$ cat src/rtl/hub75_bcm_scan.sv
// hub75_bcm_scan -- HUB75 RGB LED-matrix scan driver with binary-coded modulation.
//
// Each row is sent once per colour bit-plane. For every plane the driver
// shifts COLS pixel pairs out of a synchronous framebuffer, latches them,
// then drives OE low for BASE_OE<<plane cycles. The result is CBITS bits
// per colour channel.
//
// Optional build macro HUB75_FB_SWAP_EN adds a buf_sel input and a
// framebuffer-select MSB on fb_addr. The selected buffer changes only at
// frame wrap or when the scan starts from IDLE.
//
// Ports:
//   clk, rst (async active-low), en   clock, reset, scan enable
//   fb_addr / fb_rdata                framebuffer read port {[buf,] row, col};
//                                     read latency is 1 cycle,
//                                     data is {R0,G0,B0,R1,G1,B1}
//   sclk, LAT, OE                     panel shift clock, latch, output enable (low)
//   row_addr                          panel row select
//   R0,G0,B0,R1,G1,B1                 colour data for the upper and lower half-panel
//   frame_done                        one-cycle pulse at frame wrap
module hub75_bcm_scan #(
  parameter int COLS      = 64,
  parameter int ADDR_BITS = 4,
  parameter int CBITS     = 4,
  parameter int CLK_DIV   = 2,
  parameter int BASE_OE   = 8
) (
  input  logic                               clk,
  input  logic                               rst,
  input  logic                               en,
`ifdef HUB75_FB_SWAP_EN
  input  logic                               buf_sel,
  output logic [ADDR_BITS+$clog2(COLS):0]    fb_addr,
`else
  output logic [ADDR_BITS+$clog2(COLS)-1:0]  fb_addr,
`endif
  input  logic [6*CBITS-1:0]                 fb_rdata,
  output logic                               sclk,
  output logic                               LAT,
  output logic                               OE,
  output logic [ADDR_BITS-1:0]               row_addr,
  output logic                               R0,
  output logic                               G0,
  output logic                               B0,
  output logic                               R1,
  output logic                               G1,
  output logic                               B1,
  output logic                               frame_done
);
  localparam int CW  = $clog2(COLS);
  localparam int PW  = (CBITS > 1) ? $clog2(CBITS) : 1;
  localparam int PHW = $clog2(2*CLK_DIV);
  localparam int OEW = $clog2((BASE_OE << (CBITS-1)) + 1);

  localparam logic [PHW-1:0] PH_CAP  = PHW'(1);
  localparam logic [PHW-1:0] PH_SCLK = PHW'(CLK_DIV);
  localparam logic [PHW-1:0] PH_LAST = PHW'(2*CLK_DIV-1);
  localparam logic [CW-1:0]  COL_LAST = CW'(COLS-1);
  localparam logic [PW-1:0]  PL_LAST  = PW'(CBITS-1);

  typedef enum logic [1:0] {IDLE, SHIFT, LATCH, DISPLAY} state_t;

  state_t               state, nxt;
  logic [ADDR_BITS-1:0] row;
  logic [PW-1:0]        plane;
  logic [CW-1:0]        col;
  logic [PHW-1:0]       phase;
  logic [OEW-1:0]       cnt;      // LATCH and DISPLAY cycle counter
  logic [OEW-1:0]       oe_last;
  logic                 shift_end, latch_end, disp_end, wrap;

  // The six colour fields of one pixel pair. R0 is index 5 (the MSBs).
  logic [5:0][CBITS-1:0] chan;
  assign chan = fb_rdata;

`ifdef HUB75_FB_SWAP_EN
  logic buf_q;
  assign fb_addr = {buf_q, row, col};
`else
  assign fb_addr = {row, col};
`endif

  assign oe_last = (OEW'(BASE_OE) << plane) - OEW'(1);

  always_ff @(posedge clk or negedge rst)
    if (!rst) state <= IDLE;
    else      state <= nxt;

  // Next-state logic and output decode. The panel control lines depend only
  // on the state register, so an asynchronous reset blanks OE immediately.
  always_comb begin
    nxt       = state;
    sclk      = 1'b0;
    LAT       = 1'b0;
    OE        = 1'b1;
    shift_end = (state == SHIFT) && (col == COL_LAST) && (phase == PH_LAST);
    latch_end = (state == LATCH) && (cnt == OEW'(1));
    disp_end  = (state == DISPLAY) && (cnt == oe_last);
    wrap      = (row == {ADDR_BITS{1'b1}}) && (plane == PL_LAST);
    case (state)
      IDLE:    if (en) nxt = SHIFT;
      SHIFT: begin
        sclk = (phase >= PH_SCLK);
        if (shift_end) nxt = LATCH;
      end
      LATCH: begin
        LAT = 1'b1;
        if (latch_end) nxt = DISPLAY;
      end
      DISPLAY: begin
        OE = 1'b0;
        if (disp_end) nxt = en ? SHIFT : IDLE;
      end
      default: nxt = IDLE;
    endcase
  end

  always_ff @(posedge clk or negedge rst) begin
    if (!rst) begin
      row        <= '0;
      plane      <= '0;
      col        <= '0;
      phase      <= '0;
      cnt        <= '0;
      row_addr   <= '0;
      {R0, G0, B0, R1, G1, B1} <= '0;
      frame_done <= 1'b0;
`ifdef HUB75_FB_SWAP_EN
      buf_q      <= 1'b0;
`endif
    end else begin
      frame_done <= 1'b0;
      case (state)
        IDLE: begin
          row   <= '0;
          plane <= '0;
          col   <= '0;
          phase <= '0;
`ifdef HUB75_FB_SWAP_EN
          if (en) buf_q <= buf_sel;
`endif
        end
        SHIFT: begin
          cnt <= '0;
          // Read data for the column addressed in phase 0 is valid in phase 1.
          if (phase == PH_CAP)
            {R0, G0, B0, R1, G1, B1} <= {chan[5][plane], chan[4][plane], chan[3][plane],
                                         chan[2][plane], chan[1][plane], chan[0][plane]};
          if (phase == PH_LAST) begin
            phase <= '0;
            col   <= col + CW'(1);   // COLS is a power of 2, so col wraps to 0
          end else begin
            phase <= phase + PHW'(1);
          end
          // Change the row select while the panel is blanked.
          if (shift_end) row_addr <= row;
        end
        LATCH: cnt <= latch_end ? '0 : cnt + OEW'(1);
        DISPLAY: begin
          cnt <= cnt + OEW'(1);
          if (disp_end) begin
            if (plane == PL_LAST) begin
              plane <= '0;
              row   <= row + ADDR_BITS'(1);
            end else begin
              plane <= plane + PW'(1);
            end
            if (wrap) begin
              frame_done <= 1'b1;
`ifdef HUB75_FB_SWAP_EN
              buf_q      <= buf_sel;
`endif
            end
            // Dropping en always restarts the next scan at row 0, plane 0.
            if (!en) begin
              row   <= '0;
              plane <= '0;
            end
          end
        end
        default: ;
      endcase
    end
  end
endmodule

$ cat config.mk
export PLATFORM = sky130hd
export DESIGN_NAME = hub75_bcm_scan
export DESIGN_NICKNAME = d
export VERILOG_FILES = /design/src/rtl/hub75_bcm_scan.sv
export SDC_FILE = /design/constraint.sdc
export NUM_CORES = 1
export LEC_CHECK = 0
export CORE_MARGIN = 2
export CORE_UTILIZATION = 49
export CTS_CLUSTER_SIZE = 8
export DETAILED_ROUTE_END_ITERATION = 8
export PLACE_DENSITY = 0.79
export SETUP_SLACK_MARGIN = 0.2
export SYNTH_ARGS = -nofsm -noshare
export SYNTH_HDL_FRONTEND = slang
export SYNTH_SLANG_ARGS = --single-unit
export TNS_END_PERCENT = 5
$ cat constraint.sdc
create_clock -name clk -period 3 [get_ports clk]
set_input_delay 0.45 -clock clk [delete_from_list [all_inputs] [get_ports clk]]
set_output_delay 0.45 -clock clk [all_outputs]
set_load 0.1 [all_outputs]
==> results of run 1 <==
[cell usage in the layout, fill, tap and decap left out, drive strengths merged, types with 2 or more instances in the layout]
cell type / instances
o21bai: 2
nor3: 3
o311ai: 2
mux4: 6
buf: 27
clkdlybuf4s50: 26
dfrtp: 34
a22o: 3
nor2b: 2
inv: 9
o21a: 2
a21oi: 3
nor2: 12
clkbuf: 7
xnor2: 2
nand2: 19
o31ai: 5
xor2: 3
nand2b: 2
ha: 16
or4b: 2
nand3: 17
mux2: 12
mux2i: 2
o21ai: 7
o211ai: 2
[kinds of logic after synthesis]
kind of cell               Yosys count  share of synthesized area [%]
AOI/OAI and AO/OA                   31                           11.8
xor gates and xnor gates             7                           4.37
adders and majority gates           16                           9.70
buffers and inverters               14                           2.55
DFF                                 34                           41.2
muxes                               20                           14.1
and+or+nand+nor                     65                           16.3
[critical path: cells and delay by family, from the launching register on]
family                     cells  cell delay, ps
AOI/OAI and AO/OA              1             200
xor gates and xnor gates       1             370
adders and majority gates      1             380
DFF                            1             590
and+or+nand+nor                3             780
[layer usage]
layer / GRT usage (%) / wire, µm
met2: 34.4 / 2420
met4: 7.11 / 61
met3: 4.22 / 162
met1: 25.5 / 1850
met5: 0 / 0
[cell type report]
type	count	area share, %
Clock inverter	1	0.188
Inverter	9	1.27
Clock buffer	7	3.24
Multi-Input combinational cell	139	43.6
Sequential cell	34	32.0
Timing Repair Buffer	53	17.4
Tap cell	50	2.35
[through the flow]
stage / cell area (µm²) / setup slack, ps / total power (W) / utilization [%] / cells
after CTS: 2660 / 610 / 0.000920 / 66.1 / 293
after floorplan: 2060 / 595 / 0.000517 / - / 187
after detailed placement: 2570 / 641 / 0.000570 / 63.8 / 285
after global placement: 2570 / 695 / 0.000569 / 63.8 / 285
final: 2660 / 622 / 0.000914 / 66.1 / 293
after global routing: 2660 / 455 / 0.000953 / 66.1 / 293
[Yosys cell counts (all sizes together), types with 3 or more instances]
library cell and n:
a22o 3, nor2 12, dfrtp 34, o31ai 5, mux4 6, nor3 3
ha 16, a21oi 3, o21ai 7, inv 9, clkbuf 5, nand2 19
nand3 17, mux2 12, xor2 3
[worst max path at each step]
stage / start / end / slack, ps / cells after the start
floorplan: plane[0] / row[2] / 600 / 8
global placement: plane[1] / row[2] / 690 / 6
detailed placement: plane[1] / row[2] / 640 / 6
CTS: plane[1] / row[2] / 610 / 6
global route: plane[1] / row[2] / 460 / 6
finish: plane[1] / row[2] / 620 / 6
[power breakdown]
group          switching [W]  internal [W]  leakage [nW]
Clock               0.000168      0.000185        0.0482
Combinational      0.0000505     0.0000454         0.783
Sequential        0.00000207      0.000462         0.401
Total               0.000221      0.000693          1.23
[sequential cells by signal (all words and copies together), names as in the netlist]
signal      count
cnt             7
col             6
row             4
row_addr        4
phase           2
plane           2
state           2
B0              1
B1              1
G0              1
G1              1
R0              1
R1              1
frame_done      1
==> results.cfg, run 1 <==
[outcome]
outcome = finished, final reports clean

[clock_network]
cts.sinks = 34
htree_levels = 2
path_clk_slew_ps = 70
cts_tree = done
ctsResizeCount = 0
cts_hold_buf = 0
clock_latency_ps = 280
cts_max_path_buffers = 2
cts-root-buf = clkbuf_8
post_cts_buffers = 0
cts_made_buffers = 5

[layout]
n_antenna_cell = 0
nNetsFinal = 285
register_area_um2 = 851
layout-drive-gt1-share_pct = 23.9
multi_input_area_um2 = 1160
num-fill-cells = 338
area_delta_synth_final_pct = 29.0

[sta]
skew_ps = 2.78
setup_tns_ps = 0
fin_crit_sh_pct = 79.3
timing.slew.headroom_pct = 58.7
finalHoldViolations = 0
tightest_slew_ps = 614
drv_slew = 0
rsz0062_at_grt = no
whs_ps = 510
max_freq_mhz = 420
period_minus_slack_ps = 2380
setup_violations = 0

[floorplanning]
core_area_um2 = 4030
dieArea_um2 = 4750
num_rows = 23
start_util_pct = 51.2
die_w_um = 68.9
die_y_um = 68.9
io_pins = 51

[pwr]
p_leak_nw = 1.23
vdd.ir_drop.worst_mv = 0.219
pwr_density_cell_nw_per_um2 = 343

[worst_hold_path]
holdPathStages = 1
min-delay-start = B1
hold_end = B1
min_path_type = reg -> reg

[critical_path]
cp_slowest_cell = dfrtp_1
required_ps = 3220
rrSetupSlack_ps = 620
cp_max_fo = 11
start_kind = register
cp_slowest_stage_delay_ps = 590
path_cells = ha_1 > xor3_1 > nor2_2 > o2111ai_4 > or4b_1 > nand3_1
critical_path_class = reg -> reg
reg2reg_depth = 6
arrival_ps = 2600
r2r-end = row[2]
critPathCaptureType = register
rr_startpoint = plane[1]

[synthesis]
synth_top_area_share_pct = 41.2
syn_inst = 187
yosys_most_used_dff = dfrtp_1
synth.ff_latch_count = 34
synth_area_per_cell_um2 = 11.0
syn_area_um2 = 2060
synth-warning-count = 0
synth_area_leader_cell = dfrtp_1
async_flop_share_pct = 100
synth_cell_types = 43
synth_nets = 230
synth_edf_count = 0
synthTopCellsByArea = dfrtp_1 (41%), ha_1 (9.7%), mux2_2 (6.5%)
ys_seq_area_share_pct = 41.2

[place]
port-buffer-count = 50
dp_hpwl_um = 3390
gp_congestion = 0.774

[route]
dr_total_vias = 1645
drc = 0
routedWlPerCell_um = 15.4
first_pass_iters = 4
drt_iter0_markers = 111
viasPerCell = 5.61
ant_nets = 0
wl_um = 4500

[job]
cap_violations = 0

[global_routing]
grt_first_pass_wirelength_um = 7060
grt_usage_pct = 20.2
grt_pass1_vias = 1499
antenna_found_initial = 0
grt-ovfl-total = 0
grt_max_degree = 35
Power figures use the tool's default switching activity.
==> inputs of run 2 (changes only) <==
==> constraint.sdc (replaced) <==
create_clock -name clk -period 2.4 [get_ports clk]
set_input_delay 0.36 -clock clk [delete_from_list [all_inputs] [get_ports clk]]
set_output_delay 0.36 -clock clk [all_outputs]
set_load 0.1 [all_outputs]
==> results.cfg, run 2 (synthesis results as in run 1) <==
[outcome]
outcome = finished, final reports clean

[critical_path]
cp.depth = 7
arrival_ps = 2350
critical_path_class = reg -> reg
start_kind = register
cp_slowest_stage_delay_ps = 490
cp_max_fo = 7
crit_buf_inv = 1
required_ps = 2630
reg2reg_depth = 7
path_cells = inv_1 > ha_1 > xnor3_1 > nor2_2 > o2111ai_4 > or4b_1 > nand3_1
critPathCaptureType = register
cp_slowest_cell = or4b_1
crit_family = simple AND/OR/NAND/NOR gates

[floorplanning]
die_y_um = 68.9
die_w_um = 68.9
dieArea_um2 = 4750
num_rows = 23
core_area_um2 = 4030
start_util_pct = 51.2
io_pins = 51

[route]
first_pass_iters = 4
drt_iter0_markers = 139
viasPerCell = 5.43
wl_um = 4400
ant_nets = 0
drc = 0
dr_total_vias = 1612
routedWlPerCell_um = 14.8

[worst_hold_path]
min_path_type = in -> async

[pwr]
p_leak_nw = 1.25
power.total_w = 0.00115
vdd.ir_drop.worst_mv = 0.278
pwr_density_cell_nw_per_um2 = 423

[job]
cap_violations = 0

[clock_network]
cts_made_buffers = 5
cts-root-buf = clkbuf_8
htree_levels = 2
cts_hold_buf = 0
cts_tree = done
clock_latency_ps = 290
cts_max_path_buffers = 2
path_clk_slew_ps = 70
cts.sinks = 34

[sta]
finalHoldViolations = 0
timing.slew.headroom_pct = 68.4
drv_slew = 0
tightest_slew_ps = 461
max_freq_mhz = 472
fin_crit_sh_pct = 88.3
setup_violations = 0
setup_tns_ps = 0
period_minus_slack_ps = 2120
skew_ps = 6.91
rsz0062_at_grt = yes

[global_routing]
grt_usage_pct = 19.9
antenna_found_initial = 0
grt_first_pass_wirelength_um = 6800
grt-ovfl-total = 0
grt_pass1_vias = 1469
grt_max_degree = 35

[layout]
layout-drive-gt1-share_pct = 26.3
finish.instance_area_um2 = 2720
mostFrequentLayoutCells = dfrtp_1 (32), buf_4 (29), clkdlybuf4s50_1 (26)
area_delta_synth_final_pct = 32.0
n_antenna_cell = 0
nNetsFinal = 289
reg_top3 = cnt (7), col (6)
final_common_cell = dfrtp_1
largest_register = cnt
largest_reg_flops = 7

[place]
dp_hpwl_um = 3320
gp_congestion = 0.759
port-buffer-count = 50
place_area_um2 = 2630
==> run 2: worst paths after layout <==
path | end | slack [ps] | startpoint
worst max-delay path | row[2] | 280 | plane[0]
worst min-delay path | col[3] | 480 | rst
min in group clk | B0 | 510 | B0
max in group asynchronous | cnt[2] | 1600 | rst
worst max register to register | row[2] | 280 | plane[0]
worst min register to register | B0 | 510 | B0
==> run 2: timing repair <==
| item | CTS | global route |
|---|---|---|
| setup endpoints to repair | 0 | 3 |
| gates resized for setup | 0 | 1 |
| buffers inserted | 0 | 0 |
==> run 2: stage by stage <==
stage | instances | setup slack, ps | hold WS (ps) | utilization, %
floorplan | 187 | 166 | 64.4 | -
global placement | 289 | 324 | 490 | 65.2
detailed placement | 289 | 266 | 498 | 65.2
CTS | 297 | 255 | 502 | 67.6
global route | 297 | 138 | 520 | 67.6
finish | 297 | 281 | 476 | 67.6
==> run 2: metal layers <==
layer | share of wire (%) | routed length [µm] | up-vias | global-route usage [%]
met2 | 50 | 2190 | 24 | 31.9
met3 | 3.1 | 137 | 7 | 5.36
met1 | 46 | 2000 | 777 | 25.4
met5 | 0 | 0 | - | 0
met4 | 1.6 | 71 | 0 | 8.09
li1 | - | - | 804 | -
==> run 2: report_power, final <==
group	internal, W	total [W]	switching [W]
clock network	0.000231	0.000451	0.000220
logic	0.0000577	0.000121	0.0000632
registers	0.000578	0.000580	0.00000249
==> run 2: area by class of cell <==
class	instances	area, µm²
fillers	314	1310
inverters	9	33.8
flip-flops and latches	34	853
well taps	50	62.6
multi-input cells	139	1160
repair buffers	57	518
clock buffers	6	82.6
clock inverters	2	12.5
==> inputs of run 3 (changes only) <==
--- a/config.mk
+++ b/config.mk
@@ -6,10 +6,10 @@
 export NUM_CORES = 1
 export LEC_CHECK = 0
 export CORE_MARGIN = 2
-export CORE_UTILIZATION = 49
+export CORE_UTILIZATION = 30
 export CTS_CLUSTER_SIZE = 8
 export DETAILED_ROUTE_END_ITERATION = 8
-export PLACE_DENSITY = 0.79
+export GPL_TIMING_DRIVEN = 0
 export SETUP_SLACK_MARGIN = 0.2
 export SYNTH_ARGS = -nofsm -noshare
 export SYNTH_HDL_FRONTEND = slang
==> constraint.sdc (replaced) <==
create_clock -name clk -period 2.4 [get_ports clk]
set_input_delay 0.36 -clock clk [delete_from_list [all_inputs] [get_ports clk]]
set_output_delay 0.36 -clock clk [all_outputs]
set_load 0.05 [all_outputs]
==> results.cfg, run 3 (synthesis results as in run 1) <==
[route]
drt_iter0_markers = 34
dr_total_vias = 1604
first_pass_iters = 4
viasPerCell = 4.92
ant_nets = 0
drc = 0
routedWlPerCell_um = 14.0
wl_um = 4580

[critical_path]
cp_slowest_stage_delay_ps = 810
rrSetupSlack_ps = 140
arrival_ps = 1920
crit_buf_inv = 2
start_kind = register
cp_max_fo = 5
r2r-end = row[2]
crit_family = buffers and inverters
path_cells = ha_1 > inv_1 > clkdlybuf4s50_1
critPathCaptureType = primary output
cp_slowest_cell = clkdlybuf4s50_1
rr_startpoint = plane[1]
reg2reg_depth = 8
required_ps = 2040
critical_path_class = reg -> out

[layout]
num-fill-cells = 653
n_antenna_cell = 0
reg_top3 = cnt (7), col (6)
final_common_cell = clkdlybuf4s50_1
layout-drive-gt1-share_pct = 15.4
area_delta_synth_final_pct = 34.7
finish.utilization_pct = 41.4
largest_reg_flops = 7
mostFrequentLayoutCells = clkdlybuf4s50_1 (47), dfrtp_1 (34), nand2_1 (19)
finish.instance_area_um2 = 2780
stdcell_count = 326
largest_register = cnt
nNetsFinal = 288

[clock_network]
cts_tree = done
cts-root-buf = clkbuf_8
clock_latency_ps = 300
cts_max_path_buffers = 2
htree_levels = 2
cts_hold_buf = 0
cts_made_buffers = 5
path_clk_slew_ps = 80
cts.sinks = 34

[floorplanning]
die_w_um = 86.9
start_util_pct = 30.7
die_y_um = 86.9
io_pins = 51
num_rows = 30
dieArea_um2 = 7560
core_area_um2 = 6720

[sta]
setup_violations = 0
rsz0062_at_grt = yes
finalHoldViolations = 0
whs_ps = 126
period_minus_slack_ps = 2280
fin_crit_sh_pct = 95.2
timing.slew.headroom_pct = 49.8
setup_tns_ps = 0
drv_slew = 0
max_freq_mhz = 438
tightest_slew_ps = 752
skew_ps = 13.5

[global_routing]
grt_usage_pct = 12.8
grt_pass1_vias = 1521
antenna_found_initial = 0
grt_first_pass_wirelength_um = 7500
grt-ovfl-total = 0
grt_max_degree = 35

[place]
gp_congestion = 0.787
dp_cells = 317
dp_hpwl_um = 3370
place_area_um2 = 2660
port-buffer-count = 50

[outcome]
outcome = finished, final reports clean

[job]
cap_violations = 0

[pwr]
vdd.ir_drop.worst_mv = 0.243
pwr_density_cell_nw_per_um2 = 410
p_leak_nw = 1.22

[worst_hold_path]
min_path_type = in -> async
run 3: cell count changes in the layout (fill, tap and decap cells not counted), moves of 2 or more:
cell / before / now
clkdlybuf4s50_1: 26 / 47
buf_4: 29 / 1
dfrtp_1: 32 / 34
buf_12: 2 / 0
dfrtp_2: 2 / 0
clkbuf_1: 0 / 2
run 3: worst max path at each step:
| stage | startpoint | end | slack [ps] | cells after the start |
|---|---|---|---|---|
| detailed placement | state[1] | sclk | -20 | 5 |
| CTS | state[0] | LAT | 80 | 3 |
| finish | state[0] | OE | 120 | 3 |
| floorplan | plane[0] | row[2] | 240 | 8 |
| global route | state[0] | OE | 20 | 3 |
| global placement | state[1] | sclk | 3 | 5 |
run 3: metrics by stage:
stage | power (W) | setup slack [ps]
global route | 0.00119 | 24.3
global placement | 0.000692 | 3.39
CTS | 0.00116 | 80.5
finish | 0.00114 | 115
floorplan | 0.000626 | 242
detailed placement | 0.000692 | -17.3
run 3: metal layers:
metal	GRT usage, %	share of wire [%]	up-vias
li1	-	-	800
met1	16.7	48	768
met2	20.3	46	29
met3	4.17	4.6	7
met4	3.84	1.3	0
met5	0	0	-
run 3: final cells by class:
cell class                 count  area, µm²  share of cell area [%]
clock inverter                 2       12.5                   0.450
multi-input combinational    139       1160                    41.7
inverter                       9       33.8                    1.22
sequential                    34        851                    30.6
tap                           80        100                    3.60
timing repair buffer          51        507                    18.2
buffer                         5       33.8                    1.22
clock buffer                   6       82.6                    2.97
run 3: what timing repair did:
item | 4_1_cts | 5_1_grt
pin swaps | 0 | 0
resized for setup | 6 | 1
hold endpoints to repair | 0 | 0
setup buffers | 0 | 1
endpoints found under the setup margin | 6 | 9
run 3: power breakdown:
group	switching, W	internal (W)	total (W)
Clock	0.000231	0.000231	0.000462
Sequential	0.00000222	0.000578	0.000580
Combinational	0.0000424	0.0000568	0.0000991
